[config.mk]
export PLATFORM = sky130hd
export DESIGN_NAME = emac_tx_frame_arbiter
export DESIGN_NICKNAME = d
export VERILOG_FILES = /design/src/rtl/emac_tx_frame_arbiter.sv
export SDC_FILE = /design/constraint.sdc
export NUM_CORES = 1
export LEC_CHECK = 0
export BUFFER_PORTS_ARGS = -buffer_cell sky130_fd_sc_hd__buf_2
export CORE_UTILIZATION = 25
export DETAILED_ROUTE_END_ITERATION = 8
export GPL_ROUTABILITY_DRIVEN = 0
export PLACE_DENSITY = 0.55
export SLEW_MARGIN = 0
export SYNTH_ARGS = -nofsm -noshare
export SYNTH_HDL_FRONTEND = slang
export SYNTH_SLANG_ARGS = --single-unit
export TNS_END_PERCENT = 20
[constraint.sdc]
create_clock -name tx_fifo_clk -period 2.9 [get_ports tx_fifo_clk]
set_input_delay 0.435 -clock tx_fifo_clk [delete_from_list [all_inputs] [get_ports tx_fifo_clk]]
set_output_delay 0.435 -clock tx_fifo_clk [all_outputs]
set_load 0.05 [all_outputs]
[src/rtl/emac_tx_frame_arbiter.sv]
// Round-robin frame arbiter: merges NUM_CH byte-wide AXI-S sources onto one MAC TX stream,
// truncating frames longer than MAX_LEN and discarding the remainder of a truncated frame.
module emac_tx_frame_arbiter #(
  parameter int NUM_CH  = 4,
  parameter int MAX_LEN = 1514,
  parameter int LEN_W   = 11,
  parameter int CNT_W   = 16
) (
  input  logic                       tx_fifo_clk,
  input  logic                       glbl_rst,
  input  logic                       en,
  input  logic [NUM_CH*8-1:0]        s_tdata,
  input  logic [NUM_CH-1:0]          s_tvalid,
  input  logic [NUM_CH-1:0]          s_tlast,
  output logic [NUM_CH-1:0]          s_tready,
  output logic [7:0]                 tx_axis_fifo_tdata,
  output logic                       tx_axis_fifo_tvalid,
  output logic                       tx_axis_fifo_tlast,
  input  logic                       tx_axis_fifo_tready,
  output logic [$clog2(NUM_CH)-1:0]  active_ch,
  output logic                       busy,
  output logic [CNT_W-1:0]           frame_count,
  output logic [CNT_W-1:0]           trunc_count
);
  localparam int AW = $clog2(NUM_CH);

  typedef enum logic [1:0] {IDLE, PASS, DROP} state_t;

  state_t            state_q, state_d;
  logic [AW-1:0]     active_ch_q, active_ch_d;
  logic [AW-1:0]     last_grant_q, last_grant_d;
  logic [LEN_W-1:0]  byte_cnt_q, byte_cnt_d;
  logic [CNT_W-1:0]  frame_count_q, frame_count_d;
  logic [CNT_W-1:0]  trunc_count_q, trunc_count_d;

  logic [NUM_CH-1:0][7:0] s_data_v;
  logic [7:0]             sel_data;
  logic                   sel_valid, sel_last, out_hs, at_max;
  logic                   grant_found;
  logic [AW-1:0]          grant_idx;

  function automatic logic [AW-1:0] wrap_idx(input logic [AW-1:0] base, input int k);
    int s;
    s = (int'(base) + k) % NUM_CH;
    return AW'(s);
  endfunction

  function automatic logic [CNT_W-1:0] sat_inc(input logic [CNT_W-1:0] v);
    return (v == '1) ? v : v + 1'b1;
  endfunction

  assign s_data_v  = s_tdata;
  assign sel_data  = s_data_v[active_ch_q];
  assign sel_valid = s_tvalid[active_ch_q];
  assign sel_last  = s_tlast[active_ch_q];
  assign at_max    = (byte_cnt_q == LEN_W'(MAX_LEN - 1));
  assign out_hs    = (state_q == PASS) && sel_valid && tx_axis_fifo_tready;

  // Search starts one past the last completed grant so every channel gets a turn.
  always_comb begin
    grant_found = 1'b0;
    grant_idx   = '0;
    for (int k = 1; k <= NUM_CH; k++) begin
      if (!grant_found && s_tvalid[wrap_idx(last_grant_q, k)]) begin
        grant_found = 1'b1;
        grant_idx   = wrap_idx(last_grant_q, k);
      end
    end
  end

  always_comb begin
    s_tready            = '0;
    tx_axis_fifo_tdata  = '0;
    tx_axis_fifo_tvalid = 1'b0;
    tx_axis_fifo_tlast  = 1'b0;
    case (state_q)
      PASS: begin
        tx_axis_fifo_tdata     = sel_data;
        tx_axis_fifo_tvalid    = sel_valid;
        tx_axis_fifo_tlast     = sel_last | at_max;
        s_tready[active_ch_q]  = tx_axis_fifo_tready;
      end
      DROP:    s_tready[active_ch_q] = 1'b1;
      default: ;
    endcase
  end

  always_comb begin
    state_d       = state_q;
    active_ch_d   = active_ch_q;
    last_grant_d  = last_grant_q;
    byte_cnt_d    = byte_cnt_q;
    frame_count_d = frame_count_q;
    trunc_count_d = trunc_count_q;
    case (state_q)
      IDLE: begin
        if (en && grant_found) begin
          state_d     = PASS;
          active_ch_d = grant_idx;
          byte_cnt_d  = '0;
        end
      end
      PASS: begin
        if (out_hs) begin
          byte_cnt_d = byte_cnt_q + 1'b1;
          if (sel_last) begin
            state_d       = IDLE;
            frame_count_d = sat_inc(frame_count_q);
            last_grant_d  = active_ch_q;
          end else if (at_max) begin
            state_d       = DROP;
            frame_count_d = sat_inc(frame_count_q);
            trunc_count_d = sat_inc(trunc_count_q);
          end
        end
      end
      DROP: begin
        if (sel_valid && sel_last) begin
          state_d      = IDLE;
          last_grant_d = active_ch_q;
        end
      end
      default: state_d = IDLE;
    endcase
  end

  always_ff @(posedge tx_fifo_clk or posedge glbl_rst) begin
    if (glbl_rst) begin
      state_q       <= IDLE;
      active_ch_q   <= '0;
      last_grant_q  <= AW'(NUM_CH - 1);
      byte_cnt_q    <= '0;
      frame_count_q <= '0;
      trunc_count_q <= '0;
    end else begin
      state_q       <= state_d;
      active_ch_q   <= active_ch_d;
      last_grant_q  <= last_grant_d;
      byte_cnt_q    <= byte_cnt_d;
      frame_count_q <= frame_count_d;
      trunc_count_q <= trunc_count_d;
    end
  end

  assign active_ch   = active_ch_q;
  assign busy        = (state_q != IDLE);
  assign frame_count = frame_count_q;
  assign trunc_count = trunc_count_q;
endmodule

==> results of run 1 <==
[state kept, by name (all words and copies together), names as in the netlist]
register and cells:
frame_count 16, trunc_count 16, byte_cnt_q 11, active_ch 2
last_grant_q 2, state_q 2
[worst paths after layout]
kind / from / end / slack, ns / cells after the start
setup / recovery: state_q[1] / s_tready[3] / 0.38 / 7
hold / removal: glbl_rst / trunc_count[2] / 0.17 / 2
setup reg to reg: byte_cnt_q[1] / frame_count[11] / 0.47 / 7
max in group asynchronous: glbl_rst / last_grant_q[1] / 1.95 / 3
min in group tx_fifo_clk: en / active_ch[1] / 0.43 / 3
hold reg to reg: trunc_count[11] / trunc_count[11] / 0.50 / 1
[cells by family after synthesis]
group,share of synthesized area (%)
mux,10.4
buf+inv,3.19
simple gates,27.2
compound gates,8.72
flops,40.2
fa+ha+maj,2.87
xor+xnor,7.45
[power breakdown]
| part | internal, mW | leakage, nW | switching, mW |
|---|---|---|---|
| logic | 0.489 | 1.14 | 0.957 |
| registers | 0.769 | 0.660 | 0.101 |
| clock network | 0.493 | 0.0938 | 0.253 |
| total | 1.75 | 1.89 | 1.31 |
[cell usage after synthesis, types with 7 or more instances]
cell type,number
sky130_fd_sc_hd__nand3_1,17
sky130_fd_sc_hd__ha_1,7
sky130_fd_sc_hd__nand2_1,32
sky130_fd_sc_hd__xnor2_1,14
sky130_fd_sc_hd__xor2_1,12
sky130_fd_sc_hd__nand4_1,12
sky130_fd_sc_hd__dfrtp_1,47
sky130_fd_sc_hd__and2_1,11
sky130_fd_sc_hd__o21ai_0,8
sky130_fd_sc_hd__nor3_1,12
sky130_fd_sc_hd__mux4_2,9
sky130_fd_sc_hd__and3_1,7
sky130_fd_sc_hd__nor2_1,12
sky130_fd_sc_hd__inv_1,12
[worst max-delay path, cell delays in order, from the launching register on]
cell                      delay [ns]
sky130_fd_sc_hd__dfrtp_1        0.37
sky130_fd_sc_hd__inv_1          0.07
sky130_fd_sc_hd__ha_1           0.18
sky130_fd_sc_hd__and2_2         0.24
sky130_fd_sc_hd__o21ai_0        0.47
sky130_fd_sc_hd__inv_1          0.08
sky130_fd_sc_hd__and3_1         0.19
sky130_fd_sc_hd__buf_2          0.21
[routing by layer]
metal,global-route usage (%),vias to the layer above
met1,15.9,1331
met3,2.21,6
li1,-,1284
met5,0,-
met2,21.3,44
met4,1.78,0
[metrics by stage]
step | power (mW) | instance area, um^2 | utilization, %
final | 3.06 | 3870 | 32.4
after global routing | 3.25 | 3870 | 32.4
after CTS | 3.10 | 3870 | 32.4
after detailed placement | 2.34 | 3680 | 30.8
after global placement | 2.32 | 3680 | 30.8
after floorplan | 2.01 | 3060 | -
[cell type report]
type	instances	area share (%)
clock buffer	5	3.23
multi-input combinational	227	44.6
timing repair buffer	97	12.9
tap	147	4.75
clock inverter	3	1.68
sequential	49	31.7
inverter	12	1.16
==> flow_summary.yaml, run 1 <==
synth:
  postSynth.asyncResetShare_pct: 100
  synth-edff-count: 0
  synth_seq_area_share_pct: 40.2
  synth_largest_type_area_fraction_pct: 38.5
  synth.ff_latch_count: 49
  post_synth_instance_area_um2: 3060
  ys_top_cells_by_area: "sky130_fd_sc_hd__dfrtp_1 38%, sky130_fd_sc_hd__mux4_2 6.6%, sky130_fd_sc_hd__xnor2_1 4.0%"
  synthesis.area_per_instance_um2: 10.3
  syn_inst: 297
  yosysWarnings: 0
  netlist.top_cell.by_area: "sky130_fd_sc_hd__dfrtp_1"
  synthesis.nets: 348
  synth_top_flop_cell: "sky130_fd_sc_hd__dfrtp_1"
  netlist-cell-type-count: 53
floorplanning:
  die_area_um2: 12700
  initial_util_pct: 25.5
  top_level_ports: 93
  fp.coreArea_um2: 12000
  die_width_um: 113
  fp-row-count: 40
  die_height_um: 113
hold_path:
  hold_path.class: "in2async"
critical_path:
  timing.critical_path.fanout_max: 4
  worst_setup_path_end_kind: "output pin"
  worst-setup-path-type: "reg2out"
  startpoint_type: "flop"
  arrival_ns: 2.09
  critPathRequiredTime_ns: 2.47
drt:
  firstDrtPassIters: 4
  wl_per_cell_um: 14.0
  met2_length_um: 3820
  initialDrtViolationCount: 71
  total_detailed_routing_wirelength_um: 7580
  drcViolationCount: 0
  topRoutingLayerUsed: "met4"
  drtAntennaViolNets: 0
  route.detailed.vias_per_inst: 4.94
  routed-wl-met3_um: 201
  wl_met1_um: 3510
  route.vias.total: 2665
grt:
  vias_in_the_first_global_route: 2604
  grt_overflow_total: 0
  grt_antenna_before_repair: 0
  global_route_wire_length_before_repair_um: 12700
  largest_net_degree_at_the_start_of_global_routing: 31
  track_usage_pct: 12.2
sta:
  clock.fmax_mhz: 396
  tns_ns: 0
  fin_skew_ns: 0.00598
  setup_violations: 0
  worst-slew-pin-transition_ns: 0.750
  slew_viol_final: 0
  post-route-period-util_pct: 87.1
  timing.hold.ws_ns: 0.168
  timing.final.ws_setup_ns: 0.375
  timing.final.crit_period_ns: 2.52
  rsz_0062_raised_after_global_routing: "no"
  slew_headroom_pct: 49.9
  finalHoldViolCount: 0
placement:
  dpl_worst_slack_ns: 0.474
  dp.cells: 532
  place.detailed.hpwl_um: 5890
  buffer_ports.inserted: 92
job:
  cap_violations: 0
clocking:
  hold_buffers: 0
  ctsResizeCount: 0
  clock_sinks: 49
  cts_setup_buffers: 0
  cts_tree: "yes"
  cts_buffer_depth: 2
  root_buffer: "sky130_fd_sc_hd__clkbuf_16"
  worst_setup_hold_path_clk_slew_ns: 0.07
  count_of_h_tree_levels_built_during_cts: 2
  number_of_buffers_inserted_during_clock_tree_synthesis: 5
  clock_insertion_delay_worst_skew_ns: 0.28
final_layout:
  number_of_standard_cells_in_the_layout_taps_in_and_fillers_out: 540
  antenna-diode-count: 0
  final_cell_mix: "92 x sky130_fd_sc_hd__buf_2, 47 x sky130_fd_sc_hd__dfrtp_1, 32 x sky130_fd_sc_hd__nand2_1, 17 x sky130_fd_sc_hd__nand3_1, 14 x sky130_fd_sc_hd__xnor2_1"
  fillers: 1219
  final_net_count: 443
  drive_above_1_share_pct: 34.4
  multi_input_area_um2: 1730
  layout_commonest_cell: "sky130_fd_sc_hd__buf_2"
  syn_to_final_growth_pct: 26.8
  ff_latch_area_um2: 1230
power_and_ir_drop:
  peakVddDrop_v: 0.000625
  p_per_area_nw_per_um2: 790
  power_leakage_nw: 1.89
status:
  status: "finished clean"
Note: power is estimated with default switching activity, not from simulation.
==> run 2: changes to the inputs <==
CORE_ASPECT_RATIO = 0.9   (was not set)
PLACE_DENSITY = 0.56   (was 0.55)
clock period = 2.2 ns   (was 2.9 ns; I/O delays follow)
==> flow_summary.yaml, run 2 (synthesis gave the netlist of run 1 again) <==
final_layout:
  multi_input_area_um2: 1770
  fillers: 1191
  antenna-diode-count: 0
  finish.instance_area_um2: 4090
  syn_to_final_growth_pct: 33.8
  drive_above_1_share_pct: 39.6
  final_cell_mix: "90 x sky130_fd_sc_hd__buf_2, 46 x sky130_fd_sc_hd__dfrtp_1, 32 x sky130_fd_sc_hd__nand2_1, 25 x sky130_fd_sc_hd__buf_4, 17 x sky130_fd_sc_hd__nand3_1"
  ff_latch_area_um2: 1230
  layout_commonest_cell: "sky130_fd_sc_hd__buf_2"
  final_net_count: 464
critical_path:
  cp.buffers_inverters: 2
  critPathRequiredTime_ns: 1.87
  worst_setup_path_end_kind: "output pin"
  timing.reg2reg.setup_slack_ns: 0.09
  worst-setup-path-type: "reg2out"
  arrival_ns: 1.83
  critical_path.top_delay_family: "multiplexers"
  timing.critical_path.fanout_max: 4
  cells_along_the_critical_path: "mux4_2 -> a31oi_2 -> buf_4 -> nor2b_2 -> buf_6"
  critical-path-slowest-cell: "sky130_fd_sc_hd__mux4_2"
  cp_slowest_stage_delay_ns: 0.56
  startpoint_type: "flop"
power_and_ir_drop:
  p_per_area_nw_per_um2: 1030
  power.total_mw: 4.19
  power_leakage_nw: 2.00
  peakVddDrop_v: 0.000489
floorplanning:
  initial_util_pct: 26.2
  die_area_um2: 12700
  fp-row-count: 37
  fp.coreArea_um2: 11700
  die_width_um: 119
  top_level_ports: 93
  die_height_um: 107
sta:
  timing.final.crit_period_ns: 2.16
  rsz_0062_raised_after_global_routing: "yes"
  finalHoldViolCount: 0
  setup_violations: 0
  slew_headroom_pct: 55.9
  post-route-period-util_pct: 98.4
  worst-slew-pin-transition_ns: 0.661
  fin_skew_ns: 0.00521
  clock.fmax_mhz: 462
  slew_viol_final: 0
placement:
  total_placed_instance_area_um2: 3850
  buffer_ports.inserted: 92
  place.detailed.hpwl_um: 6030
hold_path:
  hold_path.class: "in2async"
drt:
  route.vias.total: 2757
  wl_per_cell_um: 14.0
  initialDrtViolationCount: 150
  drcViolationCount: 0
  firstDrtPassIters: 4
  total_detailed_routing_wirelength_um: 7960
  route.detailed.vias_per_inst: 4.84
  drtAntennaViolNets: 0
clocking:
  cts_tree: "yes"
  clock_sinks: 49
  count_of_h_tree_levels_built_during_cts: 2
  clock_insertion_delay_worst_skew_ns: 0.29
  cts_buffer_depth: 2
  number_of_buffers_inserted_during_clock_tree_synthesis: 5
  hold_buffers: 0
  worst_setup_hold_path_clk_slew_ns: 0.07
  root_buffer: "sky130_fd_sc_hd__clkbuf_16"
grt:
  grt_overflow_total: 0
  vias_in_the_first_global_route: 2732
  grt_antenna_before_repair: 0
  met2_use_gr_pct: 22.2
  met1_track_utilization_from_global_routing_pct: 16.5
  grt-busiest-layer: "met2"
  largest_net_degree_at_the_start_of_global_routing: 31
  track_usage_pct: 13.1
  grt_util_met3_pct: 2.45
  global_route_wire_length_before_repair_um: 13400
job:
  cap_violations: 0
status:
  status: "finished clean"
-- run 2: cell count changes in the layout (fill, tap and decap cells not counted), moves of 2 or more --
cell,previous run,this run
sky130_fd_sc_hd__buf_6,0,3
sky130_fd_sc_hd__nor3b_1,5,3
sky130_fd_sc_hd__nor3b_2,0,2
sky130_fd_sc_hd__buf_2,92,90
sky130_fd_sc_hd__buf_4,5,25
-- run 2: through the flow --
step,instances,util (%),TNS [ns],hold slack (ns),worst slack (ns)
detailed placement,560,33.0,-0.210,0.365,-0.0593
floorplan,297,-,-0.474,0.471,-0.0821
global route,570,35.0,-0.0742,0.0727,-0.0313
finish,570,35.0,0,0.0319,0.0361
CTS,570,34.9,0,0.0504,0.0176
global placement,560,33.0,0,0.355,0.0460
-- run 2: where the power goes --
group	internal [mW]	leakage [nW]	switching, mW
clock network	0.569	0.0841	0.340
registers	1.02	0.659	0.108
logic	0.803	1.25	1.36
total	2.39	2.00	1.80
-- run 2: layout make-up --
cell class	count	area share, %
Inverter	12	1.10
Timing Repair Buffer	118	16.4
Tap cell	156	4.77
Clock buffer	7	3.49
Multi-Input combinational cell	227	43.4
Clock inverter	1	0.734
Sequential cell	49	30.1
-- run 2: path summary, 6_finish.rpt --
kind                                      start            endpoint  cells past startpoint
worst min register to register  trunc_count[11]     trunc_count[11]                      1
min in group tx_fifo_clk                     en        active_ch[1]                      3
max in group asynchronous              glbl_rst     last_grant_q[0]                      3
worst max-delay path               active_ch[0]  tx_axis_fifo_tlast                      5
worst min-delay path                   glbl_rst      frame_count[4]                      2
worst max register to register     active_ch[0]      trunc_count[7]                      6
-- run 2: routing by layer --
metal | share of wire [%] | vias up | wire length (um)
met4 | 1.6 | 0 | 125
li1 | - | 1331 | -
met5 | 0 | - | 0
met3 | 4.1 | 9 | 329
met2 | 48 | 70 | 3830
met1 | 46 | 1347 | 3670
-- run 2: what timing repair did --
item | CTS | global route
buffers inserted | 2 | 0
endpoints found under the setup margin | 18 | 20
pin swaps | 1 | 1
gates resized for setup | 7 | 6
==> run 3: changes to the inputs <==
PLACE_DENSITY = 0.47   (was 0.56)
==> flow_summary.yaml, run 3 (synthesis gave the netlist of run 1 again) <==
power_and_ir_drop:
  p_per_area_nw_per_um2: 998
  power.total_mw: 4.07
  peakVddDrop_v: 0.000581
  power_leakage_nw: 1.97
critical_path:
  startpoint_type: "flop"
  cells_along_the_critical_path: "mux4_2 -> a31oi_4 -> buf_6 -> nor2b_4 -> buf_8"
  critPathRequiredTime_ns: 1.87
  arrival_ns: 1.82
  cp_slowest_stage_delay_ns: 0.59
  worst-setup-path-type: "reg2out"
  critical-path-slowest-cell: "sky130_fd_sc_hd__mux4_2"
  timing.critical_path.fanout_max: 4
  worst_setup_path_end_kind: "output pin"
drt:
  wl_per_cell_um: 13.7
  drtAntennaViolNets: 0
  total_detailed_routing_wirelength_um: 7740
  drcViolationCount: 0
  route.vias.total: 2666
  firstDrtPassIters: 4
  route.detailed.vias_per_inst: 4.71
  initialDrtViolationCount: 98
status:
  status: "finished clean"
job:
  cap_violations: 0
sta:
  worst-slew-pin-transition_ns: 0.685
  rsz_0062_raised_after_global_routing: "yes"
  post-route-period-util_pct: 97.5
  timing.final.ws_setup_ns: 0.0546
  timing.final.crit_period_ns: 2.15
  timing.hold.ws_ns: 0.0805
  setup_violations: 0
  finalHoldViolCount: 0
  slew_viol_final: 0
  clock.fmax_mhz: 466
  fin_skew_ns: 0.00244
  slew_headroom_pct: 53.9
placement:
  buffer_ports.inserted: 92
  dpl_worst_slack_ns: -0.0914
  total_placed_instance_area_um2: 3830
  place.detailed.hpwl_um: 5880
hold_path:
  hold_path.class: "in2async"
grt:
  track_usage_pct: 12.9
  global_route_wire_length_before_repair_um: 13200
  largest_net_degree_at_the_start_of_global_routing: 31
  grt_antenna_before_repair: 0
  grt_overflow_total: 0
  vias_in_the_first_global_route: 2657
final_layout:
  drive_above_1_share_pct: 40.0
  final_cell_mix: "88 x sky130_fd_sc_hd__buf_2, 46 x sky130_fd_sc_hd__dfrtp_1, 32 x sky130_fd_sc_hd__nand2_1, 20 x sky130_fd_sc_hd__buf_4, 17 x sky130_fd_sc_hd__nand3_1"
  fillers: 1231
  layout_commonest_cell: "sky130_fd_sc_hd__buf_2"
  ff_latch_area_um2: 1230
  multi_input_area_um2: 1810
  finish.instance_area_um2: 4080
  final_net_count: 460
  antenna-diode-count: 0
  syn_to_final_growth_pct: 33.6
clocking:
  worst_setup_hold_path_clk_slew_ns: 0.06
  cts_buffer_depth: 2
  cts_tree: "yes"
  clock_sinks: 49
  clock_insertion_delay_worst_skew_ns: 0.29
  hold_buffers: 0
  number_of_buffers_inserted_during_clock_tree_synthesis: 5
  root_buffer: "sky130_fd_sc_hd__clkbuf_16"
  count_of_h_tree_levels_built_during_cts: 2
floorplanning:
  top_level_ports: 93
  initial_util_pct: 26.2
  fp.coreArea_um2: 11700
  die_height_um: 107
  fp-row-count: 37
  die_area_um2: 12700
  die_width_um: 119
[run 3: cell types whose count changed in the layout (fill, tap and decap cells not counted), moves of 2 or more]
cell and change:
sky130_fd_sc_hd__nor3_2 +3, sky130_fd_sc_hd__clkinv_2 +2, sky130_fd_sc_hd__nor3_1 -3, sky130_fd_sc_hd__buf_4 -5, sky130_fd_sc_hd__buf_2 -2
[run 3: layout make-up]
class | count | share of cell area, %
Multi-Input combinational cell | 227 | 44.2
Timing Repair Buffer | 114 | 16.3
Sequential cell | 49 | 30.1
Clock buffer | 6 | 3.16
Tap cell | 156 | 4.78
Clock inverter | 2 | 0.245
Inverter | 12 | 1.10
[run 3: worst max-delay path: cells and delay by family, from the launching register on]
family / cells / cell delay, ns
multiplexers: 1 / 0.59
buffers and inverters: 2 / 0.28
AND/OR/NAND/NOR: 1 / 0.04
flip-flops: 1 / 0.41
AO/OA/AOI/OAI: 1 / 0.20
[run 3: where the power goes]
| part | total (mW) | internal, mW | switching, mW |
|---|---|---|---|
| Sequential | 1.12 | 1.02 | 0.108 |
| Combinational | 2.21 | 0.843 | 1.37 |
| Clock | 0.741 | 0.418 | 0.323 |
[run 3: per-stage QoR]
step / TNS [ns] / cells / utilization (%)
2_1_floorplan: -0.474 / 297 / -
5_1_grt: -0.00696 / 566 / 35.0
6_report: 0 / 566 / 35.0
4_1_cts: -0.0392 / 563 / 34.2
3_3_place_gp: -0.151 / 555 / 32.8
3_5_place_dp: -0.319 / 555 / 32.8
[run 3: timing repair]
| action | 4_1_cts | 5_1_grt |
|---|---|---|
| setup endpoints to repair | 12 | 26 |
| gates resized for setup | 7 | 16 |
| hold endpoints to repair | 0 | 0 |
| buffers inserted | 0 | 3 |
| pin swaps | 0 | 2 |
[run 3: worst paths after layout]
| path | start | endpoint | slack [ns] | cells past startpoint |
|---|---|---|---|---|
| max | active_ch[0] | tx_axis_fifo_tlast | 0.05 | 5 |
| min | glbl_rst | trunc_count[6] | 0.08 | 2 |
| max reg2reg | byte_cnt_q[1] | frame_count[12] | 0.15 | 9 |
| min reg2reg | trunc_count[11] | trunc_count[11] | 0.50 | 1 |
| max in group asynchronous | glbl_rst | last_grant_q[1] | 1.51 | 3 |
| min in group tx_fifo_clk | en | active_ch[1] | 0.33 | 3 |
[run 3: layer usage]
layer | share of wire [%] | track usage, %
met1 | 49 | 18.1
met4 | 1.1 | 4.16
met3 | 2.4 | 1.54
met2 | 47 | 20.7
met5 | 0 | 0
